File: config.mk
export PLATFORM = sky130hd
export DESIGN_NAME = sram_fifo_fwft_adapter
export DESIGN_NICKNAME = d
export VERILOG_FILES = /design/src/rtl/sram_fifo_pkg.sv /design/src/rtl/sram_fifo_fwft_adapter.sv
export SDC_FILE = /design/constraint.sdc
export NUM_CORES = 1
export LEC_CHECK = 0
export ABC_CLOCK_PERIOD_IN_PS = 4400
export CAP_MARGIN = 20
export CORE_ASPECT_RATIO = 1.75
export CORE_UTILIZATION = 46
export CTS_BUF_LIST = sky130_fd_sc_hd__clkbuf_16
export CTS_CLUSTER_SIZE = 24
export DETAILED_ROUTE_END_ITERATION = 8
export GPL_TIMING_DRIVEN = 0
export PLACE_DENSITY = 0.78
export SLEW_MARGIN = 25
export SYNTH_ARGS = -nofsm -noshare
export SYNTH_HDL_FRONTEND = slang
export SYNTH_SLANG_ARGS = --single-unit
File: constraint.sdc
create_clock -name clk -period 4.4 [get_ports clk]
set_input_delay 1.32 -clock clk [delete_from_list [all_inputs] [get_ports clk]]
set_output_delay 1.32 -clock clk [all_outputs]
set_load 0.05 [all_outputs]
File: src/rtl/sram_fifo_pkg.sv
// Shared types for the SRAM FIFO read-side adapter.
// Occupancy encoding and output-buffer depth.
package sram_fifo_pkg;

  localparam int BUF_DEPTH = 2;

  typedef enum logic [1:0] {
    OCC_EMPTY = 2'd0,
    OCC_ONE   = 2'd1,
    OCC_TWO   = 2'd2
  } occ_e;

endpackage

File: src/rtl/sram_fifo_fwft_adapter.sv
// FWFT valid/ready adapter over a registered-read SRAM FIFO.
// Optional delivered-word counter: define SRAM_FIFO_FWFT_CNT_EN.
module sram_fifo_fwft_adapter
  import sram_fifo_pkg::*;
#(
  parameter int DATA_WIDTH = 32
) (
  input  logic                  clk,
  input  logic                  rst_n,
  input  logic                  fifo_empty_i,
  output logic                  fifo_rden_o,
  input  logic [DATA_WIDTH-1:0] fifo_rdata_i,
  output logic                  valid_o,
  input  logic                  ready_i,
`ifdef SRAM_FIFO_FWFT_CNT_EN
  output logic [31:0]           xfer_cnt_o,
`endif
  output logic [DATA_WIDTH-1:0] data_o
);

  occ_e                  occ;
  logic                  inflight;
  logic [DATA_WIDTH-1:0] buf0;
  logic [DATA_WIDTH-1:0] buf1;
  logic                  pop;
  logic                  arrive;
  logic [2:0]            credit;

  assign valid_o = (occ != OCC_EMPTY);
  assign data_o  = buf0;
  assign pop     = valid_o & ready_i;
  assign arrive  = inflight;

  // Slots claimed after this cycle's pop; a new read needs one free.
  assign credit = {1'b0, occ} + {2'b0, inflight} - {2'b0, pop};

  assign fifo_rden_o = rst_n & ~fifo_empty_i
                     & (credit < 3'(BUF_DEPTH));

  always_ff @(posedge clk or negedge rst_n) begin
    if (!rst_n) begin
      occ      <= OCC_EMPTY;
      inflight <= 1'b0;
      buf0     <= '0;
      buf1     <= '0;
    end else begin
      inflight <= fifo_rden_o;
      unique case (occ)
        OCC_EMPTY: begin
          if (arrive) begin
            buf0 <= fifo_rdata_i;
            occ  <= OCC_ONE;
          end
        end
        OCC_ONE: begin
          if (arrive && !pop) begin
            buf1 <= fifo_rdata_i;
            occ  <= OCC_TWO;
          end else if (pop && !arrive) begin
            occ  <= OCC_EMPTY;
          end else if (pop && arrive) begin
            buf0 <= fifo_rdata_i;
          end
        end
        OCC_TWO: begin
          if (pop) begin
            buf0 <= buf1;
            if (arrive) buf1 <= fifo_rdata_i;
            else        occ  <= OCC_ONE;
          end
        end
        default: occ <= OCC_EMPTY;
      endcase
    end
  end

`ifdef SRAM_FIFO_FWFT_CNT_EN
  logic [31:0] xfer_cnt;

  always_ff @(posedge clk or negedge rst_n) begin
    if (!rst_n)   xfer_cnt <= '0;
    else if (pop) xfer_cnt <= xfer_cnt + 32'd1;
  end

  assign xfer_cnt_o = xfer_cnt;
`endif

endmodule

==> results.json <==
{
  "root_buffer": "clkbuf_16",
  "synth-seq-cells": 67,
  "critPathMaxFanout": 3,
  "areaGrowthSynthToFinish_pct": 33.3,
  "holdPathEnd": "buf1[17]",
  "path_class": "in2out",
  "grt_pass1_vias": 2041,
  "initial_core_util": 0.481,
  "worstPathRequired_ns": 3.08,
  "ios": 70,
  "cts.path.max_buffers": 2,
  "hold_class": "reg2reg",
  "powerDensity_nw_per_um2": 766,
  "gp_congestion": 0.743,
  "grt_max_degree": 47,
  "fill_cells": 543,
  "power_frac_clock": 0.178,
  "skew_ns": 0.00294,
  "num-nets-final": 324,
  "synth_nets": 241,
  "synth.top_cells.by_area": "dfrtp_1 50%, mux2_4 26%, mux2_2 12%",
  "seqPwrFrac": 0.324,
  "rsz0062_at_grt": "false",
  "postSynthCellCount": 200,
  "rrSetupSlack_ns": 2.06,
  "clkTransAtPathRegs_ns": 0.05,
  "cts_buffers": 9,
  "syn-cell-area_um2": 3320,
  "vias": 1895,
  "wire_per_inst_um": 16.1,
  "drc": 0,
  "drt_iter0_markers": 88,
  "die_area_um2": 7580,
  "final_hold_viol_count": 0,
  "p_sw_mw": 1.30,
  "n_antenna_cell": 0,
  "yosysTopAreaCellShare": 0.504,
  "period_share": 0.982,
  "dr.pass1.iters": 4,
  "status": "completed",
  "core_um2": 6910,
  "grt.overflow.total": 0,
  "fmax_mhz": 231,
  "stdcell_count": 370,
  "crit_arrival_ns": 3.00,
  "antenna_found_initial": 0,
  "period_needed_ns": 4.32,
  "dp_cells": 354,
  "swShare": 0.382,
  "path_buf_inv": 3,
  "grtUsageTotal": 0.181,
  "worst_pin_slew_ns": 0.542,
  "ys.flop_type": "dfrtp_1",
  "met1_usage": 0.204,
  "async_flop_share": 1.00,
  "crit_slowest_cell": "fa_1",
  "syn_area_per_cell_um2": 16.6,
  "use_met2": 0.301,
  "clock_latency_ns": 0.32,
  "yosys.cell_count.top_type": "dfrtp_1",
  "reg2reg_to": "arrive",
  "crit_top_cell": "nand2_2",
  "seq_area_um2": 1680,
  "cpLargestDelayFamily": "adder cells",
  "place_ws_ns": -0.993,
  "setup_slack_ns": 0.0796,
  "wl_mm": 5.94,
  "hpwl_mm": 4.26,
  "cap_viol_max_count": 0,
  "p_leak_nw": 1.95,
  "hold_depth": 1,
  "critPathLaunchType": "input pin",
  "cp_cell_sequence": "buf_2 > nand2_2 > inv_2 > ha_4 > or2b_1 > fa_1 > nand2_2 > nor3_4 > buf_6",
  "ys_seq_area_frac": 0.504,
  "num_rows": 40,
  "min_from": "buf1[17]",
  "vias_per_cell": 5.12,
  "io_buffers": 69,
  "yosys_warnings": 0,
  "rr_worst_depth": 9,
  "busiest_layer": "met2",
  "slew_viol_final": 0,
  "fp.dieW_um": 66.3,
  "die_h_um": 114,
  "ant_nets": 0,
  "slowest_delay_ns": 0.53,
  "ys_types": 23,
  "grt_pass1_wl_mm": 9.90,
  "p_comb_frac": 0.498,
  "irDropWorstVdd_uv": 286,
  "cts-htree-levels": 3,
  "slew_headroom": 0.637,
  "endpoint_kind": "output port",
  "grt_use_met3": 0.0468,
  "synth_edf_count": 0,
  "post-synth-top-area-cell": "dfrtp_1",
  "timing.rr.start": "occ[1]",
  "multi_input_area_um2": 1550,
  "cts_sinks": 67,
  "drive_gt1_frac": 0.458,
  "setup_viol": 0,
  "cts_tree": "built",
  "fin_util": 0.642,
  "synth_common_cells": "67 x dfrtp_1, 58 x mux2_4, 35 x mux2_2, 8 x buf_6, 4 x ha_1",
  "finalSetupTns_ns": 0,
  "p_int_mw": 2.10
}
[power by group through the flow]
stage	logic, mW	registers [mW]	clock network (mW)
final	1.69	1.10	0.604
after global routing	1.78	1.14	0.650
after CTS	1.71	1.11	0.619
after detailed placement	1.68	1.11	0
after global placement	1.66	1.09	0
after floorplan	0.692	1.60	0
[stage by stage]
stage | hold WS (ns) | total power, mW | area, um2
finish | 0.491 | 3.39 | 4430
global route | 0.513 | 3.57 | 4430
CTS | 0.491 | 3.43 | 4430
detailed placement | 0.480 | 2.79 | 4160
global placement | 0.467 | 2.75 | 4130
floorplan | 0.458 | 2.30 | 3340
[sequential cells by signal, indices dropped and copies added (netlist names)]
name / count
buf1: 32
arrive: 1
occ: 2
data_o: 32
[what timing repair did]
item,in CTS,in global routing
setup buffers,2,0
resized for setup,15,0
hold buffers,0,0
endpoints found under the setup margin,1,0
[cells by family (layout without fill, tap and decap cells)]
group	count (synthesis)	count (layout)	synth area share
xor+xnor	1	1	0.00264
flops	67	67	0.504
mux	98	98	0.397
simple gates	10	10	0.0203
buf+inv	14	100	0.0373
compound gates	5	5	0.0177
fa+ha+maj	5	5	0.0211
[worst max-delay path by stage]
stage / start / slack, ns / cells past startpoint / end
2_1_floorplan: ready_i / 0.1 / 7 / fifo_rden_o
3_5_place_dp: ready_i / -0.99 / 9 / fifo_rden_o
6_report: ready_i / 0.08 / 9 / fifo_rden_o
4_1_cts: ready_i / 0.09 / 9 / fifo_rden_o
5_1_grt: ready_i / 0.005 / 9 / fifo_rden_o
3_3_place_gp: rst_n / -2.36 / 4 / fifo_rden_o
[final cells by class]
class	instances	area share
plain buffers	11	0.0254
clock buffers	9	0.0508
clock inverters	5	0.00508
inverters	3	0.00254
multi-input cells	119	0.350
flip-flops and latches	67	0.378
well taps	84	0.0237
repair buffers	72	0.164
[per-layer routing]
layer,part of all wire,vias up
met3,0.036,16
met4,0.034,0
met2,0.54,44
met5,0,-
met1,0.39,956
li1,-,879
[worst reg2reg max path, stage by stage (launching register included)]
cell	delay, ns
dfrtp_1	0.41
buf_6	0.16
or2_2	0.32
nand2_2	0.08
inv_2	0.06
ha_4	0.21
or2b_1	0.25
fa_1	0.53
nand2_2	0.07
nor3_4	0.19
[layout by cell type (no fill, tap or decap)]
cell,n
buf_16,1
buf_2,1
buf_4,6
buf_6,9
clkbuf_16,9
clkdlybuf4s50_1,66
clkinv_1,2
clkinv_2,3
dfrtp_1,67
fa_1,1
ha_1,3
ha_4,1
inv_1,2
inv_2,1
mux2_1,3
mux2_2,35
mux2_4,58
mux2i_1,2
nand2_1,1
nand2_2,2
nand2b_1,1
nand2b_4,1
nand4bb_1,1
nor2b_1,1
nor3_4,1
o21ai_0,2
o22ai_2,1
o32ai_1,1
o32ai_4,1
or2_2,1
or2b_1,1
xor2_1,1
(Power assumes the default switching activity.)
